--- src/rtl/arb_pkg.sv ---
// Shared types and helpers for the 8-way round-robin arbiter.
// Holds the FSM state encoding, the requester count and index width, and
// the round-robin winner search used by rr_arbiter8.
package arb_pkg;

  localparam int NUM_REQ = 8;
  localparam int IDX_W   = 3;

  typedef enum logic [1:0] {
    ST_IDLE,
    ST_GRANT,
    ST_GAP
  } state_t;

  typedef struct packed {
    logic             found;
    logic [IDX_W-1:0] idx;
  } rr_result_t;

  // Scan last+1, last+2, ... wrapping modulo NUM_REQ; the first set bit wins.
  // The final candidate is last itself, so the previous owner only wins when
  // nobody else is requesting.
  function automatic rr_result_t next_rr(input logic [NUM_REQ-1:0] req,
                                         input logic [IDX_W-1:0]   last);
    rr_result_t       res;
    logic [IDX_W-1:0] cand;
    res = '0;
    for (int k = 1; k <= NUM_REQ; k++) begin
      cand = last + IDX_W'(k);
      if (!res.found && req[cand]) begin
        res.found = 1'b1;
        res.idx   = cand;
      end
    end
    return res;
  endfunction

endpackage

--- src/rtl/rr_arbiter8_decoder.sv ---
// Enabled 3-to-8 one-hot decoder. Purely combinational; the arbiter
// registers its output so the grant lines only change on clock edges.
module rr_arbiter8_decoder
  import arb_pkg::*;
(
  input  logic [IDX_W-1:0]   sel,
  input  logic               en,
  output logic [NUM_REQ-1:0] onehot
);

  // One output line per index, active only while enabled.
  generate
    for (genvar gi = 0; gi < NUM_REQ; gi++) begin : g_line
      assign onehot[gi] = en && (sel == IDX_W'(gi));
    end
  endgenerate

endmodule

--- src/rtl/rr_arbiter8.sv ---
// Round-robin arbiter for 8 requesters driving an enabled 3-to-8 decoder.
// Grants are held until the owner drops its request, and every change of
// owner passes through a one-cycle GAP with no grant active.
// Optional macro ARB_TIMEOUT_EN adds a hold counter that preempts an owner
// after MAX_HOLD consecutive grant cycles when another requester waits.
module rr_arbiter8
  import arb_pkg::*;
#(
  parameter int MAX_HOLD = 16
) (
  input  logic               clk,
  input  logic               rst,
  input  logic [NUM_REQ-1:0] req,
  output logic [IDX_W-1:0]   A,
  output logic               E,
  output logic [NUM_REQ-1:0] D,
  output logic               busy
);

  state_t               state_reg, state_next;
  logic [IDX_W-1:0]     a_reg, a_next;
  logic                 e_reg, e_next;
  logic [NUM_REQ-1:0]   d_reg, dec_out;
  logic                 busy_reg, busy_next;
  logic [IDX_W-1:0]     last_reg, last_next;
  logic                 timeout_hit;
  rr_result_t           win;

  assign win = next_rr(req, last_reg);

`ifdef ARB_TIMEOUT_EN
  logic [7:0]           hold_reg, hold_next;
  logic [NUM_REQ-1:0]   owner_mask;
  logic                 others_pending;

  assign owner_mask     = NUM_REQ'(1) << a_reg;
  assign others_pending = |(req & ~owner_mask);
  // Once the counter has reached the limit (including the saturated value
  // after an uncontested overrun) any newly pending requester preempts.
  assign timeout_hit    = (hold_reg >= 8'(MAX_HOLD - 1)) && others_pending;
`else
  // No hold limit: a grant ends only when the owner releases its request.
  wire unused_max_hold = ^32'(MAX_HOLD);
  assign timeout_hit = 1'b0;
`endif

  // Next-state logic; outputs are computed here and registered below.
  always_comb begin
    state_next = state_reg;
    a_next     = a_reg;
    e_next     = 1'b0;
    last_next  = last_reg;
`ifdef ARB_TIMEOUT_EN
    hold_next  = hold_reg;
`endif
    case (state_reg)
      ST_IDLE, ST_GAP: begin
        if (win.found) begin
          state_next = ST_GRANT;
          a_next     = win.idx;
          e_next     = 1'b1;
          last_next  = win.idx;
`ifdef ARB_TIMEOUT_EN
          hold_next  = 8'd0;
`endif
        end else begin
          state_next = ST_IDLE;
        end
      end
      ST_GRANT: begin
        if (!req[a_reg] || timeout_hit) begin
          state_next = ST_GAP;
        end else begin
          e_next = 1'b1;
`ifdef ARB_TIMEOUT_EN
          if (hold_reg < 8'(MAX_HOLD))
            hold_next = hold_reg + 8'd1;
`endif
        end
      end
      default: state_next = ST_IDLE;
    endcase
    busy_next = (state_next != ST_IDLE);
  end

  // Decoder is fed from the next-state index/enable so D lines up with A/E.
  rr_arbiter8_decoder u_decoder (
    .sel    (a_next),
    .en     (e_next),
    .onehot (dec_out)
  );

  // State and registered outputs; reset forces everything idle immediately.
  always_ff @(posedge clk or posedge rst) begin
    if (rst) begin
      state_reg <= ST_IDLE;
      a_reg     <= '0;
      e_reg     <= 1'b0;
      d_reg     <= '0;
      busy_reg  <= 1'b0;
      last_reg  <= IDX_W'(NUM_REQ - 1);
    end else begin
      state_reg <= state_next;
      a_reg     <= a_next;
      e_reg     <= e_next;
      d_reg     <= dec_out;
      busy_reg  <= busy_next;
      last_reg  <= last_next;
    end
  end

`ifdef ARB_TIMEOUT_EN
  // Hold counter: cleared on entry to GRANT, counts grant cycles.
  always_ff @(posedge clk or posedge rst) begin
    if (rst) hold_reg <= 8'd0;
    else     hold_reg <= hold_next;
  end
`endif

  assign A    = a_reg;
  assign E    = e_reg;
  assign D    = d_reg;
  assign busy = busy_reg;

endmodule

--- config.mk ---
export PLATFORM = sky130hd
export DESIGN_NAME = rr_arbiter8
export DESIGN_NICKNAME = d
export VERILOG_FILES = /design/src/rtl/arb_pkg.sv /design/src/rtl/rr_arbiter8_decoder.sv /design/src/rtl/rr_arbiter8.sv
export SDC_FILE = /design/constraint.sdc
export NUM_CORES = 1
export LEC_CHECK = 0
export CORE_MARGIN = 10
export CORE_UTILIZATION = 55
export CTS_CLUSTER_DIAMETER = 40
export DETAILED_ROUTE_END_ITERATION = 10
export PLACE_DENSITY = 0.85
export SLEW_MARGIN = 20
export SYNTH_ARGS = -nofsm -noshare
export SYNTH_HDL_FRONTEND = slang
export SYNTH_SLANG_ARGS = --single-unit
export TNS_END_PERCENT = 10
--- constraint.sdc ---
create_clock -name clk -period 7.3 [get_ports clk]
set_input_delay 2.19 -clock clk [delete_from_list [all_inputs] [get_ports clk]]
set_output_delay 2.19 -clock clk [all_outputs]
set_load 0.1 [all_outputs]
; ---- After elaboration in Yosys (flattened, before gate mapping)
; Cells that the tools add are included.
[totals]
reg_bits = 18
input_bits = 10
out_inout_bits = 13
elab_cells = 92
[op_classes]
n_addsub = 7
n_lt_le_gt_ge = 9
n_eq_ne = 9
mux = 34
n_reduce_logical = 27
[op_table]
columns = operator, count
row1 = < comparator 3 x 4 -> 1 bit (second input constant), 9
row2 = 2-to-1 mux 4 bit, 8
row3 = binary-select mux 1 bit (select 3 bit), 9
row4 = logical AND 1 bit, 15
row5 = adder 3 bit (second input constant), 4
row6 = equality test 3 bit (second input constant), 4
row7 = 2-to-1 mux 1 bit, 12
row8 = zero test 1 bit, 7
row9 = adder 3 x 2 -> 3 bit (second input constant), 2
row10 = equality test 3 x 2 -> 1 bit (second input constant), 2
row11 = 2-to-1 mux 3 bit, 2
row12 = one-hot mux 2 bit (2 select lines), 1
row13 = adder 3 x 1 -> 3 bit (second input constant), 1
row14 = equality test 3 x 1 -> 1 bit (second input constant), 1
row15 = zero test 3 bit, 1
row16 = equality test 2 x 1 -> 1 bit (second input constant), 1
row17 = equality test 2 bit (second input constant), 1
row18 = zero test 2 bit, 1
row19 = 2-to-1 mux 2 bit, 1
row20 = one-hot mux 1 bit (2 select lines), 1
row21 = AND reduction 2 bit, 1
row22 = nonzero test 2 bit, 1
row23 = OR reduction 2 bit, 1

; ---- Logic depth before layout (Yosys ltp)
; Gate-level depths: netlist of run 1.
[depth]
word_depth = 29
depth_mapped = 13
mapped_depth_nobuf = 10

; ---- Hierarchy
; Synthesis of run 1 repeated with hierarchy kept, for this count alone.
[unflattened]
cells_unflattened = 164
area_unflattened_um2 = 1697.9
[modules_own_cells]
columns = mod, instances, cells_per_inst, area_each_um2, seq_area_each_um2
row1 = rr_arbiter8, 1, 156, 1601.5, 454.2
row2 = rr_arbiter8_decoder, 1, 8, 96.3, 0.0

; ---- Least setup slack after synthesis of run 1
; Ideal clock, no wire load.
[synth_path]
kind = input-to-reg
start = input port req[6]
end = register d_reg[0] (netlist: D[0])
setup_time_ns = 0.080
arrival_time_ns = 3.971
required_time_ns = 7.220
slack_ns = 3.249
stages = 8
path_buffers = 0
cell_sequence = mux4_2 -> mux2i_1 -> mux2_2 -> nor3b_1 -> a31oi_1 -> a21oi_4 -> inv_2 -> nor3_2
[synth_between]
elab_chain_len = 28
elab_cells_between_ends = 47
classes_between = 31 x mux / 16 x reduce/logical
[synth_lines]
columns = element, line
row1 = "start, declared", rr_arbiter8.sv:13  ; input logic [NUM_REQ-1:0] req,
row2 = binary-select mux 1 bit (select 3 bit), arb_pkg.sv:30  ; if (!res.found && req[cand]) begin
row3 = 2-to-1 mux 1 bit (not written as such), arb_pkg.sv:30
row4 = 2-to-1 mux 4 bit, arb_pkg.sv:30
row5 = zero test 1 bit, arb_pkg.sv:30
row6 = logical AND 1 bit, arb_pkg.sv:30
row7 = 2-to-1 mux 4 bit, arb_pkg.sv:30
row8 = zero test 1 bit, arb_pkg.sv:30
row9 = logical AND 1 bit, arb_pkg.sv:30
row10 = [14 not listed], -
row11 = logical AND 1 bit, arb_pkg.sv:30
row12 = 2-to-1 mux 4 bit (*), arb_pkg.sv:30
row13 = 2-to-1 mux 3 bit (*), rr_arbiter8.sv:58  ; if (win.found) begin
row14 = 2-to-1 mux 3 bit (*), rr_arbiter8.sv:56  ; case (state_reg)
row15 = via a_next[1], rr_arbiter8.sv:21  ; logic [IDX_W-1:0] a_reg, a_next;
row16 = zero test 3 bit (*), rr_arbiter8_decoder.sv:14  ; assign onehot[gi] = en && (sel == IDX_W'(gi));
row17 = logical AND 1 bit (*), rr_arbiter8_decoder.sv:14
row18 = via dec_out[0], rr_arbiter8.sv:23  ; logic [NUM_REQ-1:0] d_reg, dec_out;
row19 = "end signal, assigned", rr_arbiter8.sv:106  ; d_reg <= dec_out;
row20 = "end, declared", rr_arbiter8.sv:23
; The timed path passes the listed nets; every way through them passes the cells marked *. The select of a mux whose other input is x is not followed.
; A chain may end at the register's enable or synchronous reset.

; ---- Worst setup path after layout of run 1
[layout_path]
start = input port req[1]
end = register d_reg[1] (netlist: D[1])
[layout_between]
elab_chain_len = 28
elab_cells_between_ends = 47
classes_between = 1 x eq/ne / 31 x mux / 15 x reduce/logical
[layout_lines]
columns = element, line
row1 = binary-select mux 1 bit (select 3 bit), arb_pkg.sv:30
row2 = 2-to-1 mux 1 bit (not written as such), arb_pkg.sv:30
row3 = 2-to-1 mux 4 bit, arb_pkg.sv:30
row4 = zero test 1 bit, arb_pkg.sv:30
row5 = logical AND 1 bit, arb_pkg.sv:30
row6 = 2-to-1 mux 4 bit, arb_pkg.sv:30
row7 = zero test 1 bit, arb_pkg.sv:30
row8 = logical AND 1 bit, arb_pkg.sv:30
row9 = [13 not listed], -
row10 = zero test 1 bit, arb_pkg.sv:30
row11 = logical AND 1 bit, arb_pkg.sv:30
row12 = 2-to-1 mux 4 bit, arb_pkg.sv:30
row13 = 2-to-1 mux 3 bit, rr_arbiter8.sv:58
row14 = 2-to-1 mux 3 bit, rr_arbiter8.sv:56
row15 = equality test 3 x 1 -> 1 bit, rr_arbiter8_decoder.sv:14
row16 = logical AND 1 bit (*), rr_arbiter8_decoder.sv:14
row17 = via dec_out[1], rr_arbiter8.sv:23
; Marked as above.

==> summary.txt, run 1 <==
Clock tree
  – Hold_buf cts: 0
  – Root Buffer: clkbuf_4
  – CTS buffer count: 3
  – CTS tree: yes
  – Skew-Pair Late Insertion Delay: 0.29 ns
  – H-tree depth: 1
  – Post-CTS Resized: 0
  – Clock-pin transition on the worst setup and hold timing paths: 0.09 ns
  – # Post-CTS Setup Buffers: 0
  – Clock buffer depth: 2
  – Clock sinks: 18

Synthesis
  – Ys async rst share: 100%
  – Synth unique cells: 49
  – Mapped Nets: 172
  – Synth Area per Inst: 11.0 sq um
  – Number of flops mapped to enable cells by yosys: 0
  – Synth Register Bits: 18
  – Post-Syn Area: 1760 sq um
  – Ys Warns: 0
  – Synth Instances: 160
  – Register area share after synthesis: 25.8%
  – Synth Flop Type: dfrtp_1

Detailed routing
  – Final antenna-violating net count: 0
  – Wire per inst: 18.7 um
  – Number of detailed-route iterations in the first pass: 4
  – Met1 Wirelength: 1700 um
  – Routed wl met2: 2140 um
  – Final wirelength: 4150 um
  – Top sig layer: met4
  – Initial DRC Count: 145
  – Drt drc: 0
  – Met3 routed wirelength: 250 um
  – Total number of vias: 1410
  – Via/cell ratio: 6.35

Timing
  – TNS Setup: 0 ns
  – Worst slew pin tran: 0.994 ns
  – Final hold vios: 0
  – Final worst slack: 2.63 ns
  – Fmax: 214 MHz
  – Part of the cycle the worst path needs: 64.0%
  – Max_slew headroom: 33.5%
  – Fin crit period: 4.67 ns
  – RSZ-0062 raised after global routing: no
  – Pins over their slew limit: 0
  – # setup viols final: 0
  – Worst hold slack: 0.560 ns
  – Layout Skew: 0.000452 ns

Layout
  – Max reg flops: 8
  – Most frequent cells in the layout: clkdlybuf4s50_1 (22), dfrtp_1 (15), mux4_2 (15), nand2_1 (15), mux2i_1 (11)
  – Fillers: 240
  – Final #Nets: 191
  – Ant. Diodes: 0
  – Share of layout cells above drive strength 1: 27.5%
  – Commonest non-fill, non-tap cell in the layout: clkdlybuf4s50_1
  – Cell area after layout: 2020 sq um
  – Reg area: 454 sq um
  – Multi-input logic area: 1210 sq um
  – Area growth syn-to-layout: 14.7%

Critical path
  – CP Launch Type: primary input
  – WP data required: 7.48 ns
  – Data arrival, critical path: 4.85 ns
  – CP Capture Type: flop
  – WS Path Type: in2reg
  – Crit Path Max Fanout: 10

Floorplan
  – Die height: 76.6 um
  – Die area: 5860 sq um
  – Area of the core: 3050 sq um
  – Die Span X: 76.6 um
  – Row count: 20
  – Initial core utilization: 57.6%
  – I/O Pins: 23

Worst hold path
  – Worst Hold Class: reg2reg

GRT
  – First-pass GRT wire length: 7200 um
  – Total Routing Usage GR: 14.3%
  – Antenna violations before repair: 0
  – GRT overflow: 0
  – Largest net degree at the start of global routing: 19
  – Number of global-route vias before repair: 1428

Place
  – Pre-CTS WS: 2.38 ns
  – Detail Placement HPWL: 3270 um
  – Placed cell area: 1980 sq um
  – PortBufs: 22
  – RD Place Congestion: 0.931

Status
  – Status: finished clean

Run
  – Max-Cap Viols: 0
cells in the mapped netlist (2+ instances only):
cell type  count  area [sq um]
nand3_1        2          10.0
nor3_1         6          30.0
a221oi_1       3          26.3
mux2i_1       11           110
mux2i_4        2          45.0
mux2_2         6          67.6
nor3b_1        2          15.0
a31oi_1        2          12.5
ha_1           2          25.0
inv_2          2          7.51
buf_6          2          22.5
a22oi_1        2          15.0
nor3_2         6          60.1
a21o_1         5          37.5
nand2b_1       5          31.3
a21oi_2        2          17.5
dfrtp_1       15           375
nand2_1       15          56.3
buf_2          4          20.0
mux4_2        15           338
o2111ai_1      2          17.5
inv_1          9          33.8
dfstp_2        3          78.8
o21ai_0        5          25.0
nand3b_1       2          15.0
a21oi_1        4          20.0
nor2_1         4          15.0
cells by family (layout without fill, tap and decap cells):
logic type / after synthesis / count (layout) / synth area share [%]
fa+ha+maj: 2 / 2 / 1.42
xor+xnor: 3 / 3 / 2.35
compound gates: 37 / 37 / 17.1
mux: 34 / 34 / 31.9
buf+inv: 19 / 37 / 5.41
simple gates: 47 / 47 / 16.0
flops: 18 / 18 / 25.8
metal layers:
layer | global-route usage, % | vias to the layer above
met5 | 0 | -
met4 | 3.72 | 0
met3 | 2.36 | 7
met2 | 24.4 | 55
met1 | 18.1 | 688
li1 | - | 660
critical path, stage by stage:
cell and delay, ns:
clkdlybuf4s50_1 0.63, mux2i_1 0.16, mux4_2 0.61, and3_1 0.24, a221oi_1 0.57, o32a_1 0.38
nor3_2 0.07
area by class of cell:
class	count	share of cell area, %
Inverter	11	2.05
Clock buffer	4	1.80
Timing Repair Buffer	22	10.9
Tap cell	44	2.73
Multi-Input combinational cell	123	60.0
Sequential cell	18	22.5
metrics by stage:
stage / instances / util (%)
after detailed placement: 218 / 64.9
after CTS: 222 / 66.1
after floorplan: 160 / -
after global placement: 218 / 64.9
after global routing: 222 / 66.1
final: 222 / 66.1
final timing paths:
| path | from | endpoint | slack [ns] | depth (start not counted) |
|---|---|---|---|---|
| min in group asynchronous | rst | A[2] | 2.30 | 2 |
| worst max-delay path | req[1] | D[1] | 2.63 | 7 |
| max in group asynchronous | rst | D[7] | 4.60 | 2 |
| worst max register to register | last_reg[1] | D[1] | 3.62 | 9 |
| worst min-delay path | state_reg[1] | state_reg[1] | 0.56 | 2 |
| worst min register to register | state_reg[1] | state_reg[1] | 0.56 | 2 |
Power of run 1 is left out: the tool's default activity adds up to more than one toggle a clock period on the data nets, which glitch-free logic cannot reach.
==> inputs of run 2 (changes only) <==
Clock period 7.3 ns to 4.55 ns, I/O delays scaled along.
==> summary.txt, run 2 (synthesis gave the netlist of run 1 again) <==
Timing
  – Worst slew pin tran: 0.988 ns (-0.00605 ns)
  – Fin crit period: 3.90 ns
  – RSZ-0062 raised after global routing: no
  – Layout Skew: 0.00144 ns (+0.000989 ns)
  – Max_slew headroom: 33.9% (+0.40 points)
  – Fmax: 256 MHz
  – Final hold vios: 0 (unchanged)
  – Part of the cycle the worst path needs: 85.8%
  – # setup viols final: 0 (unchanged)
  – TNS Setup: 0 ns (unchanged)
  – Pins over their slew limit: 0 (unchanged)

Layout
  – Most frequent cells in the layout: clkdlybuf4s50_1 (22), dfrtp_1 (15), mux4_2 (15), nand2_1 (15), mux2i_1 (11)
  – Final #Nets: 191 (unchanged)
  – Share of layout cells above drive strength 1: 27.5% (unchanged)
  – Ant. Diodes: 0 (unchanged)
  – Area growth syn-to-layout: 14.7% (unchanged)
  – Max reg flops: 8 (unchanged)
  – Commonest non-fill, non-tap cell in the layout: clkdlybuf4s50_1

Detailed routing
  – Wire per inst: 19.0 um (+2.0%)
  – Number of detailed-route iterations in the first pass: 4 (unchanged)
  – Final wirelength: 4230 um (+2.0%)
  – Via/cell ratio: 6.48 (+2.1%)
  – Final antenna-violating net count: 0 (unchanged)
  – Drt drc: 0 (unchanged)
  – Initial DRC Count: 152 (+4.8%)
  – Total number of vias: 1439 (+2.1%)

GRT
  – GRT overflow: 0 (unchanged)
  – Total Routing Usage GR: 14.6% (+0.29 points)
  – Largest net degree at the start of global routing: 19 (unchanged)
  – First-pass GRT wire length: 7160 um (-0.57%)
  – Antenna violations before repair: 0 (unchanged)
  – Number of global-route vias before repair: 1383 (-3.2%)

Clock tree
  – Clock sinks: 18 (unchanged)
  – CTS buffer count: 3 (unchanged)
  – H-tree depth: 1 (unchanged)
  – Post-CTS Resized: 0 (unchanged)
  – Clock buffer depth: 2 (unchanged)
  – Root Buffer: clkbuf_4
  – CTS tree: yes
  – Skew-Pair Late Insertion Delay: 0.29 ns (about the same)
  – # Post-CTS Setup Buffers: 0 (unchanged)
  – Clock-pin transition on the worst setup and hold timing paths: 0.09 ns (about the same)
  – Hold_buf cts: 0 (unchanged)

Floorplan
  – Initial core utilization: 57.6% (unchanged)
  – Die Span X: 76.6 um (unchanged)
  – I/O Pins: 23 (unchanged)
  – Die area: 5860 sq um (unchanged)
  – Row count: 20 (unchanged)
  – Die height: 76.6 um (unchanged)
  – Area of the core: 3050 sq um (unchanged)

Place
  – PortBufs: 22 (unchanged)
  – RD Place Congestion: 0.938 (+0.72%)
  – Detail Placement HPWL: 3320 um (+1.7%)

Critical path
  – Crit Path Max Fanout: 10 (unchanged)
  – WP data required: 4.73 ns (-2.75 ns)
  – CP Capture Type: flop
  – WS Path Type: in2reg
  – Data arrival, critical path: 4.08 ns (-0.77 ns)
  – CP Launch Type: primary input

Run
  – Max-Cap Viols: 0 (unchanged)

Status
  – Status: finished clean

Worst hold path
  – Worst Hold Class: reg2reg
## run 2: cell counts in the layout (fill, tap and decap cells not counted)
Identical to the previous run, type by type.
## run 2: final timing paths
path | endpoint | depth (start not counted) | slack [ns] | startpoint
worst max register to register | D[7] | 9 | 0.81 | last_reg[1]
worst min-delay path | state_reg[1] | 2 | 0.54 | state_reg[1]
worst min register to register | state_reg[1] | 2 | 0.54 | state_reg[1]
min in group asynchronous | A[2] | 2 | 1.49 | rst
max in group asynchronous | D[7] | 2 | 2.66 | rst
worst max-delay path | D[7] | 7 | 0.65 | req[6]
## run 2: metrics by stage
stage          worst slack [ns]  area [sq um]  hold WS, ns  util, %  instances
2_1_floorplan              1.32          1760        0.488        -        160
3_3_place_gp              0.547          1980        0.523     64.9        218
3_5_place_dp              0.440          1980        0.537     64.9        218
4_1_cts                   0.761          2020        0.548     66.1        222
5_1_grt                   0.549          2020        0.609     66.1        222
6_report                  0.646          2020        0.539     66.1        222
## run 2: per-layer routing
metal	track usage, %	wire length, um	vias to the layer above	part of all wire, %
li1	-	-	659	-
met1	18.0	1590	705	38
met2	24.0	2220	67	52
met3	2.95	359	8	8.5
met4	6.32	57	0	1.3
met5	0	0	-	0
## run 2: area by class of cell
type	instances	area (sq um)
clock buffers	4	36.3
well taps	44	55.1
inverters	11	41.3
multi-input cells	123	1210
flip-flops and latches	18	454
fillers	232	1040
repair buffers	22	220
## run 2: critical path: stages
cell             delay [ns]
clkdlybuf4s50_1        0.65
mux2i_1                0.16
mux4_2                 0.59
and3_1                 0.24
a221oi_1               0.60
o32a_1                 0.40
nor3_2                 0.06
Power of run 2 is left out for the same reason.
